==> config.mk <==
export PLATFORM = sky130hd
export DESIGN_NAME = onchip_mem_arbiter
export DESIGN_NICKNAME = d
export VERILOG_FILES = /design/src/rtl/onchip_mem_pkg.sv /design/src/rtl/rd_tag_pipe.sv /design/src/rtl/onchip_mem_arbiter.sv
export SDC_FILE = /design/constraint.sdc
export NUM_CORES = 1
export LEC_CHECK = 0
export ABC_AREA = 1
export CAP_MARGIN = 20
export CORE_AREA = 2 2 551 553
export DETAILED_ROUTE_END_ITERATION = 7
export DIE_AREA = 0 0 553 555
export GPL_ROUTABILITY_DRIVEN = 0
export GPL_TIMING_DRIVEN = 0
export SYNTH_ARGS = -nofsm -noshare
export SYNTH_HDL_FRONTEND = slang
export SYNTH_SLANG_ARGS = --single-unit
==> constraint.sdc <==
create_clock -name clk -period 1.6 [get_ports clk]
set_input_delay 0.32 -clock clk [delete_from_list [all_inputs] [get_ports clk]]
set_output_delay 0.32 -clock clk [all_outputs]
set_load 0.005 [all_outputs]
==> src/rtl/onchip_mem_pkg.sv <==
// Shared defaults and types for the on-chip pattern memory arbiter.
package onchip_mem_pkg;

   localparam int unsigned ADDR_W = 13;
   localparam int unsigned DATA_W = 256;
   localparam int unsigned BE_W   = 32;
   localparam int unsigned RD_LAT = 1;

   // Requester identifiers carried in the read-return tag
   localparam logic PORT_A = 1'b0;
   localparam logic PORT_B = 1'b1;

   typedef struct packed {
      logic valid;
      logic port;
   } rd_tag_t;

endpackage

==> src/rtl/rd_tag_pipe.sv <==
// Fixed-depth shift pipe that delays read tags until the memory returns data.
module rd_tag_pipe #(
   parameter int unsigned DEPTH = 2
) (
   input  logic                     clk,
   input  logic                     rst_n,
   input  onchip_mem_pkg::rd_tag_t  i_tag,
   output onchip_mem_pkg::rd_tag_t  o_tag
);

   import onchip_mem_pkg::*;

   rd_tag_t [DEPTH-1:0] r_stage;

   // Shift one stage per cycle; reset drops every in-flight tag
   always_ff @(posedge clk) begin
      if (!rst_n) begin
         r_stage <= '0;
      end else begin
         r_stage <= {r_stage[DEPTH-2:0], i_tag};
      end
   end

   assign o_tag = r_stage[DEPTH-1];

endmodule

==> src/rtl/onchip_mem_arbiter.sv <==
// Two-port arbiter/sequencer for the single-port pattern memory. Port A (display fetch)
// normally wins; port B (host loader) is forced through after MAX_WAIT blocked cycles.
module onchip_mem_arbiter #(
   parameter int unsigned ADDR_W   = onchip_mem_pkg::ADDR_W,
   parameter int unsigned DATA_W   = onchip_mem_pkg::DATA_W,
   parameter int unsigned BE_W     = onchip_mem_pkg::BE_W,
   parameter int unsigned RD_LAT   = onchip_mem_pkg::RD_LAT,
   parameter int unsigned MAX_WAIT = 16
) (
   input  logic              clk,
   input  logic              rst_n,
   // Port A: read-only fetcher
   input  logic              a_req,
   input  logic [ADDR_W-1:0] a_addr,
   output logic              a_gnt,
   output logic [DATA_W-1:0] a_rdata,
   output logic              a_rvalid,
   // Port B: read/write loader
   input  logic              b_req,
   input  logic              b_we,
   input  logic [ADDR_W-1:0] b_addr,
   input  logic [DATA_W-1:0] b_wdata,
   input  logic [BE_W-1:0]   b_be,
   output logic              b_gnt,
   output logic [DATA_W-1:0] b_rdata,
   output logic              b_rvalid,
   // Memory macro
   output logic              mem_cs,
   output logic              mem_rd,
   output logic              mem_wr,
   output logic              mem_clken,
   output logic [ADDR_W-1:0] mem_addr,
   output logic [BE_W-1:0]   mem_be,
   output logic [DATA_W-1:0] mem_wdata,
   input  logic [DATA_W-1:0] mem_rdata,
   output logic [15:0]       b_block_cnt
);

   import onchip_mem_pkg::*;

   localparam logic [7:0] WAIT_MAX = 8'(MAX_WAIT);

   logic [7:0]        r_wcnt;
   logic [15:0]       r_block_cnt;
   logic              r_cs;
   logic              r_rd;
   logic              r_wr;
   logic              r_clken;
   logic [ADDR_W-1:0] r_addr;
   logic [BE_W-1:0]   r_be;
   logic [DATA_W-1:0] r_wdata;

   logic              w_a_win;
   logic              w_b_win;
   rd_tag_t           w_tag_in;
   rd_tag_t           w_tag_out;

   // Winner select; no grants are issued while reset is held
   always_comb begin
      w_a_win = 1'b0;
      w_b_win = 1'b0;
      if (rst_n) begin
         w_a_win = a_req & (~b_req | (r_wcnt < WAIT_MAX));
         w_b_win = b_req & ~w_a_win;
      end
   end

   assign a_gnt = w_a_win;
   assign b_gnt = w_b_win;

   // Starvation counter: counts B's blocked cycles, saturates at MAX_WAIT, clears on B grant
   always_ff @(posedge clk) begin
      if (!rst_n) begin
         r_wcnt <= '0;
      end else if (w_b_win) begin
         r_wcnt <= '0;
      end else if (b_req && (r_wcnt < WAIT_MAX)) begin
         r_wcnt <= r_wcnt + 8'd1;
      end
   end

   // Diagnostic count of B's blocked cycles, saturating, cleared only by reset
   always_ff @(posedge clk) begin
      if (!rst_n) begin
         r_block_cnt <= '0;
      end else if (b_req && !w_b_win && (r_block_cnt != 16'hFFFF)) begin
         r_block_cnt <= r_block_cnt + 16'd1;
      end
   end

   // Register the granted command onto the memory pins
   always_ff @(posedge clk) begin
      if (!rst_n) begin
         r_clken <= 1'b0;
         r_cs    <= 1'b0;
         r_rd    <= 1'b0;
         r_wr    <= 1'b0;
         r_addr  <= '0;
         r_be    <= '0;
         r_wdata <= '0;
      end else begin
         r_clken <= 1'b1;
         r_cs    <= w_a_win | w_b_win;
         r_rd    <= w_a_win | (w_b_win & ~b_we);
         r_wr    <= w_b_win & b_we;
         r_be    <= '0;
         if (w_a_win) begin
            r_addr <= a_addr;
         end else if (w_b_win) begin
            r_addr <= b_addr;
            if (b_we) begin
               r_be    <= b_be;
               r_wdata <= b_wdata;
            end
         end
      end
   end

   // Tag for the read issued this cycle, pushed at grant time
   always_comb begin
      w_tag_in       = '0;
      w_tag_in.valid = w_a_win | (w_b_win & ~b_we);
      w_tag_in.port  = w_b_win ? PORT_B : PORT_A;
   end

   rd_tag_pipe #(
      .DEPTH (RD_LAT + 1)
   ) u_rd_tag_pipe (
      .clk   (clk),
      .rst_n (rst_n),
      .i_tag (w_tag_in),
      .o_tag (w_tag_out)
   );

   assign a_rvalid    = w_tag_out.valid & (w_tag_out.port == PORT_A);
   assign b_rvalid    = w_tag_out.valid & (w_tag_out.port == PORT_B);
   assign a_rdata     = mem_rdata;
   assign b_rdata     = mem_rdata;

   assign mem_cs      = r_cs;
   assign mem_rd      = r_rd;
   assign mem_wr      = r_wr;
   assign mem_clken   = r_clken;
   assign mem_addr    = r_addr;
   assign mem_be      = r_be;
   assign mem_wdata   = r_wdata;
   assign b_block_cnt = r_block_cnt;

endmodule
==> results.md, run 1 <==
- Outcome: complete, but fails checks
- Failing checks: setup timing
- Die Wd: about 550 um
- Relative slew slack: 53.7%
- Comb pwr share: 22.2%
- Final setup vio count: roughly 320
- Setup ws final: -460 ps
- I/O Buffers: about 1200
- Initial Utilization: 5.19%
- Initial antenna violation count: about 250
- Grt ovf: 0
- Sw Pwr: roughly 7.7 mW
- Top-count cell post-synth: nand2_1
- WHS: ~130 ps
- RSZ-0062 raised after global routing: yes
- Max Freq: a little under 500 MHz
- Seq cells post-synth: between 300 and 400
- Pleak: around 19 nW
- Unique masters post-synth: 22
- Total Routing Usage GR: roughly an eighth
- Fraction of layout cells with a size suffix above 1: 45.5%
- Worst-Skew Late Latency: about 740 ps
- Slew Limit Fails: 0
- Total number of yosys warnings: 0
- Final instance area: 39100 um2
- DR vias: 19800
- Max Clock Skew: between 80 and 90 ps
- Synth top cells by count: nand2_1, buf_4, dfxtp_1
- Worst vdd ir: between 900 and 1000 uV
- Clock Path Buffers: 3
- Register area share after synthesis: approximately 43%
- Most common flop cell mapped by yosys: dfxtp_1
- Hold Vio Cnt, Final: 0
- Synth-to-Final Area Change: 150%
- GR peak layer: met2
- Routed Antenna Nets: 0
- Period utilization: 129%
- Syn Nets: approximately 2600
- Ports: around 1400
- CTS root buf: clkbuf_16
- CTS tree: done
- First-pass GRT wire length: approximately 240 mm
- Syn Area/Cell: roughly 7.6 um2
- Top area cells in the synthesized netlist: dfxtp_1, buf_4, nand2_1
- Sw frac: 28.5%
- Met1 Use GR: 13.8%
- Tightest Pin Transition: ~690 ps
- Vias in the first global route: around 18000
- Area share of the largest cell type after synthesis: ~43%
- Power share of the clock group: between 40% and 50%
- HPWL Detailed: between 150 and 200 mm
- Die area: slightly above 300000 um2
- H-tree depth: 2
- MaxCap Viol Count: 0
- Min Clock Period, post-route: 2060 ps
- Drt wl/cell: between 20 and 30 um
- GR Layer Usage met2: approximately 20%
- Fin nets: about 3900
- Number of iterations in the first detailed-routing pass: 5
- Setup crit end kind: output port
- Met3 Resource Use GR: 9.88%
- Fillers: between 30000 and 40000
- Via/cell ratio: about 2.7
- Post-Syn Instances: about 2000
- Post-synth EDFFs: 0
- CTS Sinks: about 330
- Post-synthesis async set-or-reset flop share: 0%
- Worst setup path category: register to output port
- Core area: 301000 um2
- Worst EP arrival: 1740 ps
- Clock-pin transition on the worst setup and hold timing paths: around 70 ps
- Area of placed instances: approximately 32000 um2
- Sequential power share: 32.4%
- Final wirelength: ~220 mm
- Num CTS Buffers: 48
- Num rows: 202
- Startpoint class of the critical path: register
- Mapped Area: 15600 um2
- Req. time, crit path: between 1000 and 1500 ps
- Initial drt markers: 1031
- Largest net degree at the start of global routing: 16
- Critical-path maximum fanout: 2
- DIE HEIGHT: 555 um
- Pint: roughly 19 mW
- Type of the worst min-delay path: input pin to register
- Largest area contributor in the netlist: dfxtp_1
- PwrDens: 693 nW/um2
- # DRC: 0
[worst max-delay path, cell delays in order, from the launching register on]
cell	delay (ps)
dfxtp_2	320
nor2_1	120
nand2_2	90
nand2_4	90
nand2_4	60
nand3_4	110
inv_4	70
buf_6	130
[final timing paths]
check	start	endpoint	slack [ps]	depth (start not counted)
worst max-delay path	r_wcnt[7]	b_gnt	-460	7
worst min-delay path	b_wdata[19]	mem_wdata[19]	130	3
worst max register to register	r_wcnt[7]	mem_wdata[244]	-440	13
worst min register to register	u_rd_tag_pipe.r_stage[0]	u_rd_tag_pipe.o_tag[0]	420	2
[kinds of logic after synthesis]
| group | count (synthesis) | share of synthesized area, % |
|---|---|---|
| buffers and inverters | 695 | 29.7 |
| AO/OA/AOI/OAI | 23 | 0.761 |
| adder cells (fa/ha/maj) | 2 | 0.160 |
| flip-flops | 332 | 42.5 |
| AND/OR/NAND/NOR | 990 | 26.5 |
| XOR/XNOR | 6 | 0.336 |
[layout by cell type, fill, tap and decap left out, types with 9 or more instances in the layout]
cell,n
clkdlybuf4s50_1,827
buf_4,571
nand2_1,286
nand3_1,262
nand2_2,185
dfxtp_1,170
dfxtp_2,138
nand2_4,128
dlymetal6s2s_1,128
diode_2,101
buf_6,94
clkbuf_16,82
inv_1,77
clkbuf_2,72
buf_12,45
nand3_2,30
nor2_1,28
dfxtp_4,24
a21oi_1,20
buf_8,18
buf_2,17
clkbuf_4,16
nand2_8,16
clkbuf_1,16
nand3_4,15
nor2_4,15
buf_16,15
nor2_2,13
buf_1,9
[power groups by stage]
stage	clock [mW]	sequential [mW]	combinational, mW
floorplan	0	8.92	1.57
detailed placement	0	8.94	5.34
CTS	12.9	8.77	5.54
finish	12.3	8.78	6.01
global placement	0	8.94	5.31
global route	13.1	8.81	6.35
[state kept, by name, summed over array words and instances, names as in the netlist, 2 cells and up]
signal               cells
mem_addr                13
mem_be                  32
u_rd_tag_pipe.o_tag      2
b_block_cnt             16
r_wcnt                   8
mem_wdata              256
[per-layer routing]
layer	wire length, um	up-vias	share of wire, %
met2	91900	1406	43
met1	79000	9068	37
met5	1110	-	0.51
met4	9580	172	4.5
met3	33500	527	16
li1	-	8665	-
[stage by stage]
step | total power [mW] | utilization, % | TNS (ps) | setup WS, ps | std cells
floorplan | 10.5 | - | 0 | 38.5 | 2048
global placement | 14.2 | 10.7 | -945520 | -3650 | 7181
detailed placement | 14.3 | 10.7 | -816480 | -3300 | 7186
CTS | 27.2 | 11.6 | -291730 | -609 | 7295
global route | 28.2 | 12.9 | -136760 | -580 | 7383
finish | 27.1 | 13.0 | -101040 | -460 | 7461
[repair_timing]
| action | 4_1_cts | 5_1_grt |
|---|---|---|
| hold endpoints to repair | 1 | 0 |
| setup endpoints to repair | 657 | 640 |
| cloned | 7 | 37 |
| hold buffers | 1 | 0 |
| pin swaps | 19 | 114 |
| buffers inserted | 16 | 35 |
| gates resized for setup | 381 | 1668 |
[cell type report]
| cell class | count | area (um2) | share of cell area (%) |
|---|---|---|---|
| buffer | 606 | 4980 | 12.7 |
| clock buffer | 62 | 1330 | 3.41 |
| timing repair inverter | 1 | 30.0 | 0.0768 |
| sequential | 332 | 6910 | 17.7 |
| multi-input combinational | 1021 | 6500 | 16.6 |
| inverter | 85 | 358 | 0.915 |
| tap | 3978 | 4980 | 12.7 |
| clock inverter | 23 | 409 | 1.05 |
| antenna | 101 | 253 | 0.647 |
| timing repair buffer | 1252 | 13300 | 34.1 |
Power figures use the tool's default switching activity.
==> run 2, diff against run 1 <==
--- a/config.mk
+++ b/config.mk
@@ -7,9 +7,9 @@
 export LEC_CHECK = 0
 export ABC_AREA = 1
 export CAP_MARGIN = 20
-export CORE_AREA = 2 2 551 553
+export CORE_AREA = 2 2 544 546
 export DETAILED_ROUTE_END_ITERATION = 7
-export DIE_AREA = 0 0 553 555
+export DIE_AREA = 0 0 546 548
 export GPL_ROUTABILITY_DRIVEN = 0
 export GPL_TIMING_DRIVEN = 0
 export SYNTH_ARGS = -nofsm -noshare
==> results.md, run 2 (synthesis gave the netlist of run 1 again) <==
- Initial antenna violation count: 249 (-1.2%)
- CP Depth: 7 (unchanged)
- Hold Path Depth: 3 (unchanged)
- Relative slew slack: 37.5% (-16 points)
- Vias in the first global route: 19300 (+9.8%)
- CTS tree: done
- Die Wd: 546 um (-1.3%)
- Final setup vio count: 307 (-2.8%)
- Grt ovf: 0 (unchanged)
- First-pass GRT wire length: 255 mm (+4.0%)
- Worst EP arrival: 1690 ps (-50 ps)
- Final instance area: 39900 um2 (+2.0%)
- Slowest stage delay, CP: 320 ps (about the same)
- Total Routing Usage GR: 13.9% (+0.81 points)
- Final non-filler cell total: 7535 (+0.99%)
- Comb pwr share: 22.9% (+0.7 points)
- I/O Buffers: 1155 (unchanged)
- Fraction of layout cells with a size suffix above 1: 54.3% (+8.8 points)
- Number of flip-flops under the largest register name: 256 (unchanged)
- MaxCap Viol Count: 0 (unchanged)
- Tightest Pin Transition: 937 ps (+244 ps)
- Failing checks: setup timing
- Critical-path maximum fanout: 2 (unchanged)
- Num rows: 199 (-1.5%)
- Core area: 293000 um2 (-2.7%)
- Startpoint class of the critical path: register
- Setup crit end kind: output port
- CP most frequent cell: buf_6
- Outcome: complete, but fails checks
- # DRC: 0 (unchanged)
- Most frequent cells in the layout: clkdlybuf4s50_1, buf_4, nand2_1, dfxtp_2, nand3_2
- CTS Sinks: 332 (unchanged)
- RSZ-0062 raised after global routing: yes
- Routed Antenna Nets: 0 (unchanged)
- Max Freq: 496 MHz (+2.3%)
- Synth-to-Final Area Change: 155%
- Sw Pwr: 8.02 mW (+3.7%)
- Period utilization: 126% (-2.9 points)
- Die area: 299000 um2 (-2.5%)
- Slew Limit Fails: 0 (unchanged)
- Number of iterations in the first detailed-routing pass: 5 (unchanged)
- Ports: 1412 (unchanged)
- Pleak: 17.0 nW (-9.0%)
- Final wirelength: 216 mm (+0.38%)
- DIE HEIGHT: 548 um (-1.3%)
- Post-layout util: 13.6% (+0.63 points)
- Max Clock Skew: 107 ps (+26.4 ps)
- Setup ws final: -414 ps (+46.0 ps)
- Req. time, crit path: 1280 ps (about the same)
- CTS root buf: clkbuf_16
- Worst-path cell chain: nor2_1 -> nand2_1 -> nand2_2 -> buf_6 -> nand3_4 -> inv_4 -> buf_6
- Sw frac: 29.5% (+0.96 points)
- Commonest non-fill, non-tap cell in the layout: clkdlybuf4s50_1
- Initial drt markers: 1152 (+12%)
- Sequential power share: 32.4% (about the same)
- Worst setup path category: register to output port
- Largest net degree at the start of global routing: 16 (unchanged)
- Placed Cells: 7127 (-0.82%)
- Critical path's slowest cell: dfxtp_2
- Worst vdd ir: 719 uV (-21%)
- Buf/Inv on CP: 3 (+1)
- Clock-pin transition on the worst setup and hold timing paths: 60 ps (about the same)
- Via/cell ratio: 2.66 (+0.19%)
- Pint: 19.2 mW (-1.0%)
- H-tree depth: 2 (unchanged)
- Power share of the clock group: 44.6% (-0.8 points)
- Worst-Skew Late Latency: 750 ps (about the same)
- Clock Path Buffers: 3 (unchanged)
- Initial Utilization: 5.33% (+0.15 points)
- Min Clock Period, post-route: 2010 ps (-46.0 ps)
- Type of the worst min-delay path: input pin to register
- Worst reg-to-reg path cell count: 13 (unchanged)
- Fin nets: 4070 (+3.7%)
- Drt wl/cell: 28.7 um (-0.60%)
- Area of placed instances: 32200 um2 (-0.31%)
- HPWL Detailed: 188 mm (-0.74%)
- CP delay by family, top: flip-flops
- Tot Pwr: 27.2 mW (+0.31%)
- Num CTS Buffers: 50 (+4.2%)
- Hold Vio Cnt, Final: 0 (unchanged)
- DR vias: 20100 (+1.2%)
- PwrDens: 682 nW/um2 (-1.6%)
## run 2: what timing repair did
action | 4_1_cts | 5_1_grt
gates cloned | 45 | 6
hold buffers | 1 | 0
endpoints found under the hold margin | 1 | 0
pin swaps | 146 | 166
resized for setup | 2669 | 202
setup buffers | 183 | 28
endpoints found under the setup margin | 648 | 363
## run 2: path summary, 6_finish.rpt
kind / start / endpoint / slack [ps]
worst max register to register: r_wcnt[6] / mem_wdata[182] / -410
worst min-delay path: b_wdata[248] / mem_wdata[248] / 120
worst max-delay path: r_wcnt[6] / a_gnt / -410
worst min register to register: u_rd_tag_pipe.r_stage[0] / u_rd_tag_pipe.o_tag[0] / 410
## run 2: layout make-up
class | count | area (um2)
fill | 33400 | 253000
timing repair buffer | 1403 | 14400
sequential | 332 | 7060
multi-input combinational | 1021 | 6310
buffer | 600 | 4960
tap | 3919 | 4900
clock buffer | 62 | 1340
clock inverter | 31 | 397
inverter | 85 | 343
antenna | 82 | 205
## run 2: metrics by stage
stage          setup TNS [ps]  hold slack (ps)  setup slack [ps]
4_1_cts               -113070             1.22              -529
5_1_grt               -126760             66.7              -542
2_1_floorplan               0              348              38.5
3_5_place_dp          -608750              399             -2320
6_report               -87200              120              -414
3_3_place_gp          -904280              404             -3690
## run 2: worst min-delay path, delay by kind of cell
family	cells	cell delay, ps
buffers and inverters	1	390
and+or+nand+nor	2	100
## run 2: power groups by stage
stage | combinational (mW) | clock, mW | sequential [mW]
floorplan | 1.57 | 0 | 8.92
global placement | 5.41 | 0 | 8.92
detailed placement | 5.45 | 0 | 8.92
CTS | 6.24 | 12.7 | 8.80
global route | 6.57 | 12.9 | 8.84
finish | 6.24 | 12.1 | 8.81
## run 2: metal layers
layer	share of wire (%)	GRT usage, %	routed length [um]
met5	0.70	0	1520
met4	4.5	4.64	9680
met3	17	11.0	36800
met2	42	21.1	90700
met1	36	14.3	77200
==> run 3, diff against run 2 <==
--- a/config.mk
+++ b/config.mk
@@ -12,6 +12,7 @@
 export DIE_AREA = 0 0 546 548
 export GPL_ROUTABILITY_DRIVEN = 0
 export GPL_TIMING_DRIVEN = 0
+export SLEW_MARGIN = 20
 export SYNTH_ARGS = -nofsm -noshare
 export SYNTH_HDL_FRONTEND = slang
 export SYNTH_SLANG_ARGS = --single-unit
==> results.md, run 3 (synthesis gave the netlist of run 1 again) <==
- Setup ws final: -423 ps (-8.93 ps)
- FF+latch area: 6720 um2 (-4.8%)
- Worst vdd ir: 855 uV (+19%)
- Commonest non-fill, non-tap cell in the layout: clkdlybuf4s50_1
- Hold Vio Cnt, Final: 0 (unchanged)
- Die Wd: 546 um (unchanged)
- Drt wl/cell: 28.4 um (-0.89%)
- Grt ovf: 0 (unchanged)
- Most frequent cells in the layout: clkdlybuf4s50_1, buf_4, nand2_1, nand3_1, dfxtp_1
- Setup TNS: -178010 ps (-90810 ps)
- FF-to-FF End: mem_wdata[237]
- Worst reg-to-reg path cell count: 13 (unchanged)
- WHS: 110 ps (-10.3 ps)
- Worst EP arrival: 1700 ps (about the same)
- RSZ-0062 raised after global routing: yes
- DR vias: 19400 (-3.5%)
- Post-layout util: 12.6% (-1.0 points)
- Fin nets: 3898 (-4.2%)
- Initial antenna violation count: 260 (+4.4%)
- H-tree depth: 2 (unchanged)
- Num CTS Buffers: 50 (unchanged)
- HPWL Detailed: 188 mm (about the same)
- Die area: 299000 um2 (unchanged)
- Clock-pin transition on the worst setup and hold timing paths: 60 ps (about the same)
- Hold Path End: mem_wdata[248]
- Outcome: complete, but fails checks
- Final non-filler cell total: 7377 (-2.1%)
- Req. time, crit path: 1280 ps (about the same)
- Fillers: 33700 (+0.92%)
- CP delay by family, top: buffers and inverters
- Type of the worst min-delay path: input pin to register
- Worst-Skew Late Latency: 770 ps (+20 ps)
- Tot Pwr: 26.4 mW (-2.9%)
- DIE HEIGHT: 548 um (unchanged)
- Startpoint class of the critical path: register
- First-pass GRT wire length: 242 mm (-5.1%)
- Multi-input logic area: 5490 um2 (-13%)
- Relative slew slack: 49.6% (+12 points)
- Reg2Reg Launch Point: r_wcnt[7]
- Area of placed instances: 32200 um2 (about the same)
- CTS root buf: clkbuf_16
- Worst slack, placed: -2480 ps (-159 ps)
- Critical path's slowest cell: clkdlybuf4s50_1
- MaxCap Viol Count: 0 (unchanged)
- Vias in the first global route: 17400 (-9.7%)
- Core area: 293000 um2 (unchanged)
- Period utilization: 126% (+0.56 points)
- Synth-to-Final Area Change: 136%
- Setup crit end kind: output port
- Via/cell ratio: 2.63 (-1.5%)
- Final instance area: 36900 um2 (-7.5%)
- Total Routing Usage GR: 13.3% (-0.61 points)
- Reg2reg setup slack: -420 ps (about the same)
- Buf/Inv on CP: 1 (-2)
- Critical-path maximum fanout: 1 (-1)
- Number of iterations in the first detailed-routing pass: 5 (unchanged)
- Final setup vio count: 615 (+100%)
- Fraction of layout cells with a size suffix above 1: 31.0% (-23 points)
- CTS Sinks: 332 (unchanged)
- Initial drt markers: 1105 (-4.1%)
- I/O Buffers: 1155 (unchanged)
- Num rows: 199 (unchanged)
- Initial Utilization: 5.33% (unchanged)
- Placed Cells: 7125 (-0.028%)
- CTS tree: done
- Failing checks: setup timing
- # DRC: 0 (unchanged)
- Slowest stage delay, CP: 730 ps (+410 ps)
- Final wirelength: 210 mm (-3.0%)
- Routed Antenna Nets: 0 (unchanged)
- Min Clock Period, post-route: 2020 ps (+8.93 ps)
- PwrDens: 716 nW/um2 (+5.1%)
- Ports: 1412 (unchanged)
- Worst-path cell chain: clkdlybuf4s50_1
- Hold wc startpoint: b_wdata[248]
- Pleak: 15.7 nW (-7.7%)
- Clock Path Buffers: 3 (unchanged)
- Max Clock Skew: 125 ps (+17.9 ps)
- Tightest Pin Transition: 756 ps (-181 ps)
- Max Freq: 494 MHz (-0.44%)
- Number of flip-flops under the largest register name: 256 (unchanged)
- Slew Limit Fails: 0 (unchanged)
- Largest net degree at the start of global routing: 16 (unchanged)
- Worst setup path category: register to output port
- Hold Path Depth: 3 (unchanged)
==> run 3: power by group <==
part,switching (mW),leakage (nW),internal [mW]
sequential,0.178,2.72,8.56
clock,5.17,0.820,6.74
combinational,2.35,12.1,3.41
==> run 3: routing by layer <==
layer | routed length [um] | global-route usage, % | up-vias
met5 | 1630 | 0 | -
met4 | 7780 | 3.44 | 238
met3 | 38700 | 11.4 | 550
met2 | 87700 | 20.0 | 1444
met1 | 73700 | 13.6 | 8536
li1 | - | - | 8598
==> run 3: final cells by class <==
type | instances | share of cell area, %
antenna | 100 | 0.679
buffer | 606 | 13.3
clock buffer | 62 | 3.68
clock inverter | 27 | 0.944
inverter | 85 | 0.951
multi-input combinational | 1021 | 14.9
sequential | 332 | 18.2
tap | 3919 | 13.3
timing repair buffer | 1225 | 34.0
==> run 3: repair_timing <==
item | 4_1_cts | 5_1_grt
endpoints found under the setup margin | 648 | 638
setup buffers | 10 | 22
hold buffers | 13 | 0
gates resized for setup | 438 | 435
cloned | 4 | 18
endpoints found under the hold margin | 13 | 0
pin swaps | 4 | 53
==> run 3: how the worst max path moves through the flow <==
stage	from	to	slack [ps]	cells after the start
final	mem_be[31]	mem_be[31]	-420	1
after global routing	r_wcnt[7]	mem_wdata[113]	-550	13
after CTS	r_wcnt[6]	b_gnt	-530	7
after detailed placement	rst_n	mem_wdata[236]	-2480	10
after global placement	rst_n	mem_wdata[248]	-3690	6
after floorplan	b_block_cnt[0]	b_block_cnt[9]	40	8
